--- src/rtl/sync_debounce_multi.sv ---
// WIDTH-channel level synchronizer with per-channel debounce filter and registered rise/fall pulses.
// Define SYNC_DEBOUNCE_STICKY_EN to add clr input and rise_seen/fall_seen sticky edge flags.

module sync_debounce_multi #(
  parameter int unsigned      WIDTH     = 4,
  parameter int unsigned      STAGES    = 2,
  parameter int unsigned      DEBOUNCE  = 4,
  parameter logic [WIDTH-1:0] RESET_VAL = '0
) (
  input  logic             clk,
  input  logic             g_reset,
  input  logic [WIDTH-1:0] in,
`ifdef SYNC_DEBOUNCE_STICKY_EN
  input  logic [WIDTH-1:0] clr,
  output logic [WIDTH-1:0] rise_seen,
  output logic [WIDTH-1:0] fall_seen,
`endif
  output logic [WIDTH-1:0] out,
  output logic [WIDTH-1:0] rise,
  output logic [WIDTH-1:0] fall
);

  localparam int unsigned     CW       = $clog2(DEBOUNCE + 1);
  localparam logic [CW-1:0]   CNT_LAST = CW'(DEBOUNCE - 1);

  logic [WIDTH-1:0] sync_q [STAGES];
  logic [WIDTH-1:0] sync_n;
  logic [CW-1:0]    cnt_q  [WIDTH];
  logic [CW-1:0]    cnt_d  [WIDTH];
  logic [WIDTH-1:0] out_d;

  assign sync_n = sync_q[STAGES-1];

  // Pure flop chain: nothing may sit between stages or metastability settling time is lost.
  always_ff @(posedge clk) begin
    if (g_reset) begin
      for (int k = 0; k < STAGES; k++) sync_q[k] <= RESET_VAL;
    end else begin
      sync_q[0] <= in;
      for (int k = 1; k < STAGES; k++) sync_q[k] <= sync_q[k-1];
    end
  end

  always_comb begin
    out_d = out;
    for (int i = 0; i < WIDTH; i++) begin
      cnt_d[i] = '0;
      if (sync_n[i] != out[i]) begin
        if (cnt_q[i] == CNT_LAST) out_d[i] = sync_n[i];
        else                      cnt_d[i] = cnt_q[i] + CW'(1);
      end
    end
  end

  // Pulses come from the same edge that updates out, so they line up with the new level.
  always_ff @(posedge clk) begin
    if (g_reset) begin
      out  <= RESET_VAL;
      rise <= '0;
      fall <= '0;
      for (int i = 0; i < WIDTH; i++) cnt_q[i] <= '0;
    end else begin
      out  <= out_d;
      rise <= out_d & ~out;
      fall <= ~out_d & out;
      for (int i = 0; i < WIDTH; i++) cnt_q[i] <= cnt_d[i];
    end
  end

`ifdef SYNC_DEBOUNCE_STICKY_EN
  // A fresh edge beats a simultaneous clear so no event is lost.
  always_ff @(posedge clk) begin
    if (g_reset) begin
      rise_seen <= '0;
      fall_seen <= '0;
    end else begin
      rise_seen <= rise | (rise_seen & ~clr);
      fall_seen <= fall | (fall_seen & ~clr);
    end
  end
`endif

endmodule

--- config.mk ---
export PLATFORM = sky130hd
export DESIGN_NAME = sync_debounce_multi
export DESIGN_NICKNAME = d
export VERILOG_FILES = /design/src/rtl/sync_debounce_multi.sv
export SDC_FILE = /design/constraint.sdc
export NUM_CORES = 1
export LEC_CHECK = 0
export CAP_MARGIN = 20
export CORE_MARGIN = 10
export CORE_UTILIZATION = 45
export DETAILED_ROUTE_END_ITERATION = 12
export PLACE_DENSITY = 0.72
export SETUP_SLACK_MARGIN = 0.02
export SYNTH_ARGS = -nofsm -noshare
export SYNTH_HDL_FRONTEND = slang
export SYNTH_SLANG_ARGS = --single-unit
--- constraint.sdc ---
create_clock -name clk -period 1.3 [get_ports clk]
set_clock_uncertainty 0.15 [all_clocks]
set_input_delay 0.26 -clock clk [delete_from_list [all_inputs] [get_ports clk]]
set_output_delay 0.26 -clock clk [all_outputs]
set_load 0.1 [all_outputs]
Word-level counts from Yosys, hierarchy flattened:

Memories as Yosys holds them, arrays and structs flattened.
Cells that the tools add are included.

* memory bits (writable): 20
* memories kept: 2
* register bits: 12
* bits in latches: 0
* output and inout bits: 12
* input bits: 6
* memory bits (read-only): 0
* word-level logic and storage cells: 52

* reductions and logical operators: 0
* multipliers: 0
* shifts and indexed selects: 0
* divide/modulo/power cells: 0
* equal/unequal tests: 8
* magnitude comparators: 0
* multiplexer cells: 25
* add/sub/neg operators: 4
* bitwise gates (word level): 10

Memory list
* cnt_q: depth 4, bits a word 3, read ports 4, clocked after Yosys merged registers in 0, wr ports 4, line 28 `logic [CW-1:0] cnt_q [WIDTH];`
* sync_q: depth 2, bits a word 4, read ports 2, clocked after Yosys merged registers in 0, wr ports 2, line 26 `logic [WIDTH-1:0] sync_q [STAGES];`

Operators by type and width (count)
* $mux W3: 12
* $add A3 B1 Y3 const B: 4
* $eq A3 B2 Y1 const B: 4
* $mux W1: 11
* $and A4 B4 Y4: 2
* $mux W4: 2
* $not A4 Y4: 2
* $or A1 B1 Y1: 6
* $ne A1 B1 Y1: 4

Longest topological paths before layout:

Gate-level depths: netlist (run 1).

* depth after elaboration: 5
* mapped depth: 4
* gate-level depth less buffers: 4

Worst setup path after synthesis (run 1):

OpenSTA, ideal clock, no wires.

* path kind: flip-flop to flip-flop
* from: register out[3]
* to: memory cnt_q[3][1] (netlist name)
* arrival time: 1.446 ns
* buffers on the path: 0
* cell stages (with the launch flop): 3
* required time: 1.062 ns
* clock period less this slack: 1.684 ns
* library setup time: 0.088 ns
* setup slack: -0.384 ns
* cells stage by stage: dfxtp_1 -> xnor2_1 -> nor4b_2

RTL lines
* start, declared: line 18 `output logic [WIDTH-1:0] out,`
* start signal, assigned: line 63 `out <= out_d;`
* end, declared: line 28

Worst setup path after layout (run 1):

* from: register out[2]
* to: output out[2]

No word-level cell between the ends.

==> results of run 1 <==
power by group:
part | switching, W | internal [W] | leakage [nW]
sequential | 0.0000101 | 0.000987 | 0.269
combinational | 0.0000319 | 0.0000438 | 0.298
clock | 0.000311 | 0.000306 | 0.0374
total | 0.000353 | 0.00134 | 0.604
state kept, by name, summed over array words and instances, names as in the netlist:
register and cells:
cnt_q 12, fall 4, out 4, rise 4, sync_q 8
through the flow:
stage               area (µm²)  utilization [%]  power, W  hold WS [ns]  setup TNS [ns]
detailed placement        1490             61.1   0.00109         0.273           -3.62
finish                    1740             71.5   0.00169         0.270               0
CTS                       1630             66.8   0.00169         0.292               0
global placement          1490             61.1   0.00108         0.264           -2.05
floorplan                 1140                -   0.00105         0.238        -0.00926
global route              1740             71.5   0.00176         0.285         -0.0916
layout make-up:
class / count / share of cell area (%)
flip-flops and latches: 32 / 38.5
multi-input cells: 48 / 33.8
repair buffers: 25 / 20.9
clock buffers: 7 / 3.74
well taps: 30 / 2.16
inverters: 4 / 0.864
cells in the final DEF, fill, tap and decap left out:
master           instances
dfxtp_1                 17
buf_12                  13
dfxtp_2                 11
nor2b_1                  8
buf_4                    7
and4bb_2                 6
ha_4                     5
clkbuf_4                 5
clkdlybuf4s50_1          5
inv_1                    4
nor4_2                   4
nor4_1                   4
mux2i_1                  4
nor2_1                   4
dfxtp_4                  4
ha_2                     3
xnor2_2                  2
nor4b_4                  2
xnor2_1                  2
nor4b_2                  2
clkbuf_8                 2
nor4bb_4                 1
nor4bb_1                 1
routing by layer:
metal / GRT usage, % / up-vias
met5: 0 / -
met4: 5.92 / 0
met3: 3.95 / 5
met2: 16.5 / 11
met1: 8.85 / 343
li1: - / 370
how the worst max path moves through the flow:
stage	startpoint	endpoint	slack, ns	depth (start not counted)
2_1_floorplan	out[3]	cnt_q[3][1]	-0.009	2
3_3_place_gp	g_reset	rise[1]	-0.15	3
3_5_place_dp	g_reset	rise[1]	-0.21	3
4_1_cts	out[2]	out[2]	0.02	1
5_1_grt	cnt_q[3][0]	cnt_q[3][2]	-0.05	3
6_report	out[2]	out[2]	0.03	1
timing repair:
item,in CTS,in global routing
buffers inserted,4,1
gates cloned,0,0
resized for setup,9,18
setup endpoints to repair,27,33
pin swaps,1,3
cells by family after synthesis:
group / Yosys count / share of synthesized area [%]
and+or+nand+nor: 32 / 24.2
buffers and inverters: 7 / 2.91
xor gates and xnor gates: 4 / 3.13
adders and majority gates: 8 / 8.95
muxes: 4 / 3.58
DFF: 32 / 57.3
==> flow_metrics.env, run 1 <==
export IMPL_cpPeakStageDelay_ns=0.37
export IMPL_multi_input_area_um2=588
export IMPL_synth_seq_cells=32
export IMPL_p_leak_nw=0.604
export IMPL_clock_fmax_mhz=785
export IMPL_tightest_slew_ns=0.362
export IMPL_postSynthCellCount=87
export IMPL_antenna_found_initial=0
export IMPL_clkLatencyLatePin_ns=0.32
export IMPL_finalCriticalPeriod_ns=1.27
export IMPL_start_kind="flop"
export IMPL_hpwl_um=1370
export IMPL_coreArea_um2=2430
export IMPL_rsz0062_at_grt="yes"
export IMPL_die_w_um=69.9
export IMPL_avgSynthCellArea_um2=12.9
export IMPL_critPathCaptureType="primary output"
export IMPL_synth_top_flop_cell="dfxtp_1"
export IMPL_dp_cells=134
export IMPL_routed_wl_met2_um=1200
export IMPL_worstPathCellList="buf_12"
export IMPL_die_area_um2=4880
export IMPL_slew_headroom_pct=75.7
export IMPL_synth_top_cell_by_area="dfxtp_1"
export IMPL_ir_drop_uv=1050
export IMPL_yosys_area_top_type_share_pct=57.3
export IMPL_numClockSinks=32
export IMPL_tritoncts="yes"
export IMPL_ys_seq_area_share_pct=57.3
export IMPL_crit_arrival_ns=0.86
export IMPL_synth_cell_types=14
export IMPL_grt_pass1_wl_um=3670
export IMPL_drive_gt1_share_pct=57.8
export IMPL_reg2reg_depth=4
export IMPL_hold_viol=0
export IMPL_clk_pin_slew_worst_paths_ns=0.09
export IMPL_wire_per_inst_um=14.9
export IMPL_grt_overflow=0
export IMPL_async_flop_share_pct=0
export IMPL_setup_viol=0
export IMPL_grt_pass1_vias=763
export IMPL_drc=0
export IMPL_synth_edf_count=0
export IMPL_regArea_um2=669
export IMPL_num_vias=729
export IMPL_netlist_area_um2=1120
export IMPL_worstPathRequired_ns=0.89
export IMPL_yosys_warnings=0
export IMPL_dp_slack_ns=-0.210
export IMPL_hold_end="cnt_q[0][0]"
export IMPL_ys_top_cells_by_count="dfxtp_1, ha_1, nor2b_1, nor4_1, and4bb_2"
export IMPL_maxCapViolations=0
export IMPL_min_path_type="flop to flop"
export IMPL_cts_hold_buffers_added=0
export IMPL_synth_area_leaders="dfxtp_1, ha_1, and4bb_2, nor4b_2, nor2b_1"
export IMPL_r2r_slack_ns=0.05
export IMPL_clk_path_buf_depth=2
export IMPL_outcome="completed"
export IMPL_whs_path_depth=1
export IMPL_criticalPathCategory="flop to primary output"
export IMPL_firstDrtPassIters=3
export IMPL_port_buffers=17
export IMPL_pin_count=18
export IMPL_routed_top_layer="met4"
export IMPL_fillers=164
export IMPL_rows=18
export IMPL_wl_um=2170
export IMPL_fin_crit_sh_pct=98.0
export IMPL_place_congestion=0.652
export IMPL_drt_initial_drc_count=27
export IMPL_htreeDepth=2
export IMPL_slowest_stage="dfxtp_4"
export IMPL_rr_endpoint="out[2]"
export IMPL_numCtsBuffers=5
export IMPL_start_util_pct=46.0
export IMPL_ant_nets=0
export IMPL_met1_length_um=805
export IMPL_cts_root_buf="clkbuf_4"
export IMPL_met3_length_um=117
export IMPL_final_cells=146
export IMPL_synth_nets=101
export IMPL_p_per_area_nw_per_um2=972
export IMPL_grt_use_total_pct=9.43
export IMPL_nNetsFinal=130
export IMPL_crit_fanout=2
export IMPL_synth_most_common_cell="dfxtp_1"
export IMPL_final_max_slew_viol_count=0
export IMPL_antennaDiodeCount=0
export IMPL_area_growth_pct=55.4
export IMPL_r2r_start="cnt_q[2][0]"
export IMPL_grt_max_degree=28
export IMPL_critPathBufInv=1
export IMPL_dieHeight_um=69.9
export IMPL_worstHoldStart="cnt_q[0][0]"
export IMPL_crit_family="flip-flops"
export IMPL_final_setup_worst_slack_ns=0.0262
export IMPL_via_per_inst=4.99
Power figures use the tool's default switching activity.
==> inputs of run 2 (changes only) <==
Settings changed: CORE_MARGIN 10 to 2, CORE_UTILIZATION 45 to 54, MAX_ROUTING_LAYER set to met4, PLACE_DENSITY 0.72 to 0.8.
Clock period 1.3 ns to 1.5 ns, I/O delays scaled along.
==> flow_metrics.env, run 2 (synthesis results as in run 1) <==
export IMPL_finalCriticalPeriod_ns=1.36
export IMPL_grt_overflow=0
export IMPL_fin_area_um2=1520
export IMPL_fin_crit_sh_pct=90.6
export IMPL_die_area_um2=2450
export IMPL_fin_tns_setup_ns=0
export IMPL_slew_headroom_pct=77.4
export IMPL_maxCapViolations=0
export IMPL_p_switching_w=0.000287
export IMPL_grt_pass1_vias=734
export IMPL_cpPeakStageDelay_ns=0.41
export IMPL_num_vias=701
export IMPL_die_w_um=49.5
export IMPL_crit_start="out[1]"
export IMPL_rr_endpoint="out[1]"
export IMPL_wl_um=1770
export IMPL_port_buffers=17
export IMPL_ant_nets=0
export IMPL_setup_viol=0
export IMPL_tightest_slew_ns=0.337
export IMPL_clk_path_buf_depth=2
export IMPL_dieHeight_um=49.5
export IMPL_outcome="completed"
export IMPL_grt_max_degree=29
export IMPL_switching_share_pct=20.3
export IMPL_tritoncts="yes"
export IMPL_worstPathRequired_ns=1.05
export IMPL_clk_pin_slew_worst_paths_ns=0.09
export IMPL_p_per_area_nw_per_um2=927
export IMPL_firstDrtPassIters=3
export IMPL_drive_gt1_share_pct=31.5
export IMPL_slowest_stage="dfxtp_2"
export IMPL_crit_family="flip-flops"
export IMPL_pin_count=18
export IMPL_nNetsFinal=124
export IMPL_seq_power_share_pct=61.6
export IMPL_grt_use_total_pct=17.9
export IMPL_fillers=134
export IMPL_min_path_type="flop to flop"
export IMPL_dp_slack_ns=-0.0340
export IMPL_final_max_slew_viol_count=0
export IMPL_largest_register_ffs=12
export IMPL_final_setup_worst_slack_ns=0.142
export IMPL_rsz0062_at_grt="no"
export IMPL_clkLatencyLatePin_ns=0.31
export IMPL_antennaDiodeCount=0
export IMPL_crit_arrival_ns=0.91
export IMPL_cts_setup_buffers=0
export IMPL_crit_end="out[1]"
export IMPL_rows=16
export IMPL_start_kind="flop"
export IMPL_clock_fmax_mhz=736
export IMPL_power_frac_clock_pct=34.5
export IMPL_wire_per_inst_um=12.9
export IMPL_antenna_found_initial=0
export IMPL_top_register="cnt_q"
export IMPL_coreArea_um2=1960
export IMPL_cts_root_buf="clkbuf_4"
export IMPL_p_leak_nw=0.563
export IMPL_crit_fanout=5
export IMPL_r2r_start="cnt_q[1][0]"
export IMPL_layout_commonest_cell="dfxtp_1"
export IMPL_reg2reg_depth=4
export IMPL_r2r_slack_ns=0.16
export IMPL_reg_top3="cnt_q (12), sync_q (8)"
export IMPL_hold_viol=0
export IMPL_area_growth_pct=36.1
export IMPL_worstPathCellList="buf_12"
export IMPL_worstSetupPathDepth=1
export IMPL_ir_drop_uv=783
export IMPL_criticalPathCategory="flop to primary output"
export IMPL_hpwl_um=1350
export IMPL_numCtsBuffers=5
export IMPL_drc=0
export IMPL_start_util_pct=57.0
export IMPL_htreeDepth=2
export IMPL_p_int_w=0.00113
export IMPL_grt_pass1_wl_um=3130
export IMPL_place_congestion=0.734
export IMPL_numClockSinks=32
export IMPL_critPathBufInv=1
export IMPL_power_frac_comb_pct=3.9
export IMPL_drt_initial_drc_count=3
export IMPL_via_per_inst=5.08
export IMPL_critPathCaptureType="primary output"
export IMPL_dpl_instance_area_um2=1460
export IMPL_final_cell_mix="dfxtp_1, buf_12, nor2b_1, ha_1, nor4_1"
[run 2: cell count changes in the layout (fill, tap and decap cells not counted), moves of 3 or more]
cell / delta
dfxtp_2: -7
ha_2: -3
buf_4: -6
dfxtp_4: -4
ha_4: -5
nor4_2: -3
dfxtp_1: +11
ha_1: +8
nor4_1: +3
[run 2: final cells by class]
type / count / area [µm²] / share of cell area (%)
clock buffer: 8 / 58.8 / 3.86
tap: 27 / 33.8 / 2.22
inverter: 4 / 15.0 / 0.986
timing repair buffer: 19 / 318 / 20.9
multi-input combinational: 48 / 452 / 29.7
sequential: 32 / 646 / 42.4
[run 2: what timing repair did]
item                                    in CTS  in global routing
endpoints found under the setup margin       0                  1
resized for setup                            0                  1
hold buffers                                 0                  0
[run 2: stage by stage]
step | power, W | hold WS, ns | utilization [%] | instances
finish | 0.00141 | 0.281 | 77.6 | 138
detailed placement | 0.000945 | 0.274 | 74.3 | 130
floorplan | 0.000919 | 0.258 | - | 87
CTS | 0.00143 | 0.287 | 77.3 | 138
global placement | 0.000941 | 0.265 | 74.3 | 130
global route | 0.00148 | 0.306 | 77.6 | 138
[run 2: power by group through the flow]
stage / clock network, W / logic [W] / registers, W
after floorplan: 0 / 0.0000313 / 0.000887
after detailed placement: 0 / 0.0000549 / 0.000890
after global placement: 0 / 0.0000525 / 0.000889
after CTS: 0.000508 / 0.0000554 / 0.000870
after global routing: 0.000548 / 0.0000603 / 0.000872
final: 0.000488 / 0.0000549 / 0.000870
[run 2: metal layers]
| metal | vias to the layer above | wire, µm | global-route usage (%) |
|---|---|---|---|
| met5 | - | 0 | - |
| met4 | 0 | 13 | 9.72 |
| met3 | 2 | 69 | 5.45 |
| met2 | 10 | 1010 | 30.9 |
| met1 | 334 | 686 | 18.1 |
| li1 | 355 | - | - |
[run 2: worst min-delay path by stage]
stage	from	end	slack [ns]	cells past startpoint
after floorplan	cnt_q[0][0]	cnt_q[0][0]	0.26	1
after global placement	cnt_q[1][0]	cnt_q[1][0]	0.26	1
after detailed placement	cnt_q[3][0]	cnt_q[3][0]	0.27	1
after CTS	cnt_q[3][0]	cnt_q[3][0]	0.29	1
after global routing	cnt_q[3][0]	cnt_q[3][0]	0.31	1
final	cnt_q[3][0]	cnt_q[3][0]	0.28	1
[run 2: worst register-to-register path, stage by stage (launching register included)]
cell and delay, ns:
dfxtp_1 0.35, ha_1 0.16, ha_1 0.30, mux2i_1 0.23, nor2_1 0.05
